`src/rtl/hazard_ctrl.sv`:
```
// Hazard and sequencing controller for a 5-stage MIPS pipeline: load-use stalls,
// taken-branch IF/ID squash, and a fixed-latency mult/div sequencer.
module hazard_ctrl #(
    parameter int MD_LATENCY = 4,
    parameter int REG_W      = 5
) (
    input  logic             clk,
    input  logic             rst,
    input  logic [REG_W-1:0] id_rs,
    input  logic [REG_W-1:0] id_rt,
    input  logic             id_uses_rt,
    input  logic             id_branch_taken,
    input  logic             id_md_start,
    input  logic             id_reads_hilo,
    input  logic             ex_memread,
    input  logic [REG_W-1:0] ex_rd,
    output logic             stall_pc,
    output logic             stall_ifid,
    output logic             flush_ifid,
    output logic             flush_idex,
    output logic             md_go,
    output logic             md_busy,
    output logic             md_done
);

    localparam int CNT_W = (MD_LATENCY > 2) ? $clog2(MD_LATENCY) : 1;
    localparam logic [CNT_W-1:0] CNT_LOAD = CNT_W'(MD_LATENCY - 1);

    typedef enum logic [0:0] {
        IDLE = 1'b0,
        BUSY = 1'b1
    } state_t;

    state_t           state_reg, state_next;
    logic [CNT_W-1:0] cnt_reg, cnt_next;

    logic lu;
    logic mdh;
    logic hold;
    logic busy_int;
    logic go_int;
    logic done_int;

    // $zero is never a real producer, so a load to r0 cannot create a hazard.
    assign lu = ex_memread && (ex_rd != '0) &&
                ((ex_rd == id_rs) || (id_uses_rt && (ex_rd == id_rt)));
    assign busy_int = (state_reg == BUSY);
    assign mdh      = busy_int && (id_reads_hilo || id_md_start);
    assign hold     = lu || mdh;

    always_comb begin
        state_next = state_reg;
        cnt_next   = cnt_reg;
        go_int     = 1'b0;
        done_int   = 1'b0;
        case (state_reg)
            IDLE: begin
                if (id_md_start && !lu) begin
                    go_int     = 1'b1;
                    state_next = BUSY;
                    cnt_next   = CNT_LOAD;
                end
            end
            BUSY: begin
                if (cnt_reg != '0) begin
                    cnt_next = cnt_reg - CNT_W'(1);
                end else begin
                    done_int   = 1'b1;
                    state_next = IDLE;
                end
            end
            default: begin
                state_next = IDLE;
                cnt_next   = '0;
            end
        endcase
    end

    always_ff @(posedge clk) begin
        if (rst) begin
            state_reg <= IDLE;
            cnt_reg   <= '0;
        end else begin
            state_reg <= state_next;
            cnt_reg   <= cnt_next;
        end
    end

    // Reset masks every output, including the purely combinational hazard terms.
    assign stall_pc   = !rst && hold;
    assign stall_ifid = !rst && hold;
    assign flush_idex = !rst && hold;
    assign flush_ifid = !rst && id_branch_taken && !hold;
    assign md_go      = !rst && go_int;
    assign md_busy    = !rst && busy_int;
    assign md_done    = !rst && done_int;

endmodule

```
`config.mk`:
```
export PLATFORM = sky130hd
export DESIGN_NAME = hazard_ctrl
export DESIGN_NICKNAME = d
export VERILOG_FILES = /design/src/rtl/hazard_ctrl.sv
export SDC_FILE = /design/constraint.sdc
export NUM_CORES = 1
export LEC_CHECK = 0
export BUFFER_PORTS_ARGS = -buffer_cell sky130_fd_sc_hd__buf_2
export CAP_MARGIN = 30
export CORE_AREA = 5 5 42 44
export CTS_BUF_LIST = sky130_fd_sc_hd__clkbuf_8
export CTS_CLUSTER_DIAMETER = 200
export CTS_CLUSTER_SIZE = 20
export DETAILED_ROUTE_END_ITERATION = 6
export DIE_AREA = 0 0 47 49
export SYNTH_ARGS = -nofsm -noshare
export SYNTH_HDL_FRONTEND = slang
export SYNTH_SLANG_ARGS = --single-unit
```
`constraint.sdc`:
```
create_clock -name clk -period 3.17 [get_ports clk]
set_clock_uncertainty 0.1 [all_clocks]
set_input_delay 0.634 -clock clk [delete_from_list [all_inputs] [get_ports clk]]
set_output_delay 0.634 -clock clk [all_outputs]
set_load 0.01 [all_outputs]
```
# Word level (Yosys, flattened, before mapping)
# Index checks and enable logic that the tools add are counted.
# word_totals
out_inout_bits,7
mem_count,0
register_bits,3
word_cells,37
in_bits,22
mem_bits_rw,0
latchBits,0
mem_bits_ro,0
# op_classes
mul,0
n_div,0
bitwise,1
shift,0
order_cmp,0
n_eq_ne,4
mux,9
n_addsub,1
reduce_logical,20
# ops
operator,n
$logic_and A1 B1 Y1,11
$eq A5 B5 Y1,2
$mux W1,5
$reduce_bool A5 Y1,1
$mux W2,2
$pmux W2 S2,1
$logic_not A1 Y1,3
$logic_or A1 B1 Y1,3
$ne A2 B1 Y1 const B,1
$ne A2 B2 Y1 const B,1
$pmux W1 S2,1
$reduce_and A2 Y1,1
$reduce_bool A2 Y1,1
$sub A2 B1 Y2 const B,1
$not A1 Y1,1

# Logic depth before layout (Yosys ltp)
# logic_depth
ltp_word,9
mapped_depth,6
depth_no_buf,6

# Worst setup path before layout
# OpenSTA, ideal clock, no wires.
# synth_path
kind,input to output
startpoint,input ex_rd[3]
endpoint,output stall_ifid
setup_slack_ps,636
required_time_ps,2436
path_buffers,1
arrival_time_ps,1800
cell_stages,5
cell_sequence,or4_4 -> o21a_1 -> or2b_1 -> o22ai_1 -> buf_4
# synth_between
elab_chain_len,6
word_cells_on_any_way,9
classes_between,eq/ne: 2; reduce/logical: 7
# synth_lines
element,line,source
from (decl),16,"input logic [REG_W-1:0] ex_rd,"
$eq A5 B5 Y1,46,((ex_rd == id_rs) || (id_uses_rt && (ex_rd == id_rt)));
$logic_and A1 B1 Y1,46,
$logic_or A1 B1 Y1,46,
$logic_and A1 B1 Y1 *,45,assign lu = ex_memread && (ex_rd != '0) &&
$logic_or A1 B1 Y1 *,49,assign hold = lu || mdh;
$logic_and A1 B1 Y1 *,-,
to (decl),18,"output logic stall_ifid,"
# Mark *: on every way between the ends. The rest lies on a longest branch, timed or not.

# Worst setup path in the final report
# layout_path
startpoint,input ex_rd[3]
endpoint,output stall_ifid
# layout_between
elab_chain_len,6
word_cells_on_any_way,9
classes_between,eq/ne: 2; reduce/logical: 7
# layout_lines
element,line,source
$eq A5 B5 Y1,46,
$logic_and A1 B1 Y1,46,
$logic_or A1 B1 Y1,46,
$logic_and A1 B1 Y1 *,45,
$logic_or A1 B1 Y1 *,49,
$logic_and A1 B1 Y1 *,91,assign stall_ifid = !rst && hold;
# Marks and branches as above.

==> impl_metrics.csv <==
group,metric,value,unit
global_route,antenna_found_initial,0,
drt,top_layer_used,"met4",
place,numPortBuffers,28,
drt,drt_wl_total,1.007,mm
drt,wl_met2,425,um
synth,synth_top_family_by_area,"compound AO/OA/AOI/OAI gates",
pwr,p_switching,66.01,uW
synth,synth_xor_area_share,23.41,%
synth,synth_fp_nets,73,
drt,avgViaCountPerCell,4.874,
drt,ant_nets,0,
synth,ys_seq_area_share,16.05,%
synth,synth_cell_type_count,24,
clock_tree,postCtsHoldBufs,0,
pwr,power_frac_seq,20.7,%
clock_tree,htreeDepth,1,
layout,largest_register_ffs,2,
clock_tree,cts_root_buffer,"clkbuf_8",
floorplan,die_w,47,um
critical_path,crit_type,"in2out",
synth,ys_async_sr_fraction,0,%
timing,maxSlewViolCount,0,
floorplan,die-area,2303,sq um
pwr,p_per_area,414.1,nW/um^2
layout,drive_gt1_share,40.51,%
synth,syn_area,374.1,sq um
synth,synth_edf_count,0,
clock_tree,clock_sinks,3,
timing,final-setup-viol-count,0,
drt,wl_met1,377,um
timing,fmax,378.3,MHz
layout,syn_to_final_growth,49.83,%
drt,drtPass1Iterations,2,
pwr,finalPower,232.1,uW
synth,synth-seq-cells,3,
clock_tree,clk_pin_slew_worst_paths,0.03,ns
clock_tree,cts_tree,"built",
place,routabilityCongestion,0.6901,
critical_path,cp_max_fo,4,
pwr,power_switching_share,28.44,%
timing,worstMarginPinSlew,0.3651,ns
clock_tree,post_cts_buffers,0,
run,maxCapViolCount,0,
pwr,p_leak,0.0002618,uW
pwr,vdd_drop_max,0.2073,mV
synth,post_synth_fa_ha_maj_area_fraction,3.344,%
timing,fin_setup_tns,0,ns
clock_tree,cts_resized,0,
synth,ys.flop_type,"dfxtp_1",
floorplan,start_util,26.70,%
floorplan,die_y,49,um
pwr,intPower,166.1,uW
synth,ys_warn_count,0,
floorplan,std_cell_rows,14,
floorplan,core_area,1401,sq um
drt,routedWlPerCell,10.60,um
min_path,hp-class,"reg2reg",
timing,layout_min_cycle_time,2.643,ns
clock_tree,cts_made_buffers,3,
critical_path,critical_path_required,2.44,ns
clock_tree,clk_latency,0.22,ns
drt,wl_met3,167,um
global_route,grt_pass1_vias,428,
synth,synth_compound_area_share,26.09,%
timing,slew_headroom,75.66,%
layout,final_nets,103,
synth,syn_avg_cell_area,7.482,sq um
global_route,grt_pass1_wl,1.587,mm
critical_path,startpoint_type,"primary input",
timing,rsz0062_at_grt,"false",
layout,final.fill_count,165,
synth,synthCells,50,
global_route,grt_use_total,9.698,%
run_status,outcome,"finished clean",
layout,antenna_cells,0,
drt,drtIter0Drc,5,
critical_path,worstSetupEndpointType,"output pin",
drt,remaining_drc_errors,0,
clock_tree,clockBufferDepth,2,
floorplan,io_pins,29,
place,dp_hpwl,885,um
global_route,grt_overflow,0,
pwr,clockPowerShare,45.7,%
drt,num_vias,463,
global_route,grt_max_degree,10,
critical_path,critPathArrivalTime,1.91,ns
timing,fin_crit_sh,83.38,%
timing,timing.final.hold_violations,0,
synth,synth_mux_area_share,0,%
synth,synth_simple_gate_area_share,24.08,%
pwr,combPwrFrac,33.6,%
## kinds of logic (layout without fill, tap and decap cells)
family,Yosys count,in the layout
fa+ha+maj,1,1
compound gates,15,15
simple gates,16,16
flops,3,3
buf+inv,5,34
xor+xnor,10,10
## path summary, 6_finish.rpt
check / startpoint / endpoint / slack [ns] / cells past startpoint
worst min register to register: cnt_reg[0] / cnt_reg[0] / 0.43 / 2
worst max register to register: cnt_reg[0] / cnt_reg[0] / 1.80 / 6
worst max-delay path: ex_rd[3] / stall_ifid / 0.53 / 6
worst min-delay path: cnt_reg[0] / cnt_reg[0] / 0.43 / 2
## placed cells by master (no fill, tap or decap)
master,Yosys,layout
buf_2,0,28
xnor2_1,10,10
nand2_1,4,4
inv_1,2,3
o22ai_1,3,3
dfxtp_1,3,3
clkbuf_8,0,3
o21ai_0,2,2
o21a_1,2,2
a211oi_1,2,2
nand2b_1,2,2
nor2b_1,2,2
a21oi_1,2,2
nor2_1,2,2
a31oi_1,2,2
nand3_1,1,1
nand4_1,1,1
o22a_1,1,1
or4_4,1,1
or2b_1,1,1
and2_1,1,1
o211ai_1,1,1
or3_1,1,1
ha_1,1,1
## cells in the mapped netlist (2+ instances only)
cell | n | area [sq um]
nand2_1 | 4 | 15.01
nor2b_1 | 2 | 12.51
nand2b_1 | 2 | 12.51
a211oi_1 | 2 | 15.01
buf_4 | 2 | 15.01
o21a_1 | 2 | 15.01
o22ai_1 | 3 | 18.77
inv_1 | 2 | 7.510
a31oi_1 | 2 | 12.51
nor2_1 | 2 | 7.510
a21oi_1 | 2 | 10.01
dfxtp_1 | 3 | 60.06
o21ai_0 | 2 | 10.01
xnor2_1 | 10 | 87.58
## per-stage QoR
stage / area, sq um / setup WS (ns) / cells / util [%] / hold slack (ns)
6_report: 560.5 / 0.5267 / 95 / 40.00 / 0.4290
5_1_grt: 560.5 / 0.4515 / 95 / 40.00 / 0.4571
4_1_cts: 560.5 / 0.5180 / 95 / 40.00 / 0.4373
3_5_place_dp: 515.5 / 0.5202 / 91 / 36.79 / 0.4352
3_3_place_gp: 515.5 / 0.5303 / 91 / 36.79 / 0.4276
2_1_floorplan: 374.1 / 0.6359 / 50 / - / 0.4055
## routing by layer
metal	up-vias	global-route usage, %
met4	0	8.295
met3	5	3.321
met2	30	15.16
met5	-	0
li1	234	-
met1	194	9.607
## layout make-up
type	count	area, sq um	area share (%)
Multi-Input combinational cell	42	287.8	51.34
Sequential cell	3	60.06	10.71
Inverter	2	7.507	1.339
Clock buffer	3	41.29	7.366
Clock inverter	1	3.754	0.6696
Timing Repair Buffer	28	140.1	25.00
Tap cell	16	20.02	3.571
## power groups by stage
stage / sequential, uW / clock [uW] / combinational, uW
2_1_floorplan: 47.5 / 0 / 51.8
6_report: 48.0 / 106 / 77.9
4_1_cts: 47.9 / 109 / 79.6
3_5_place_dp: 48.4 / 0 / 79.2
5_1_grt: 48.5 / 116 / 89.2
3_3_place_gp: 48.3 / 0 / 77.7
## worst max-delay path, stage by stage
cell	delay, ns
buf_2	0.12
or4_4	0.53
o21a_1	0.23
or2b_1	0.16
o22ai_1	0.08
buf_2	0.15
Power figures use the tool's default switching activity.
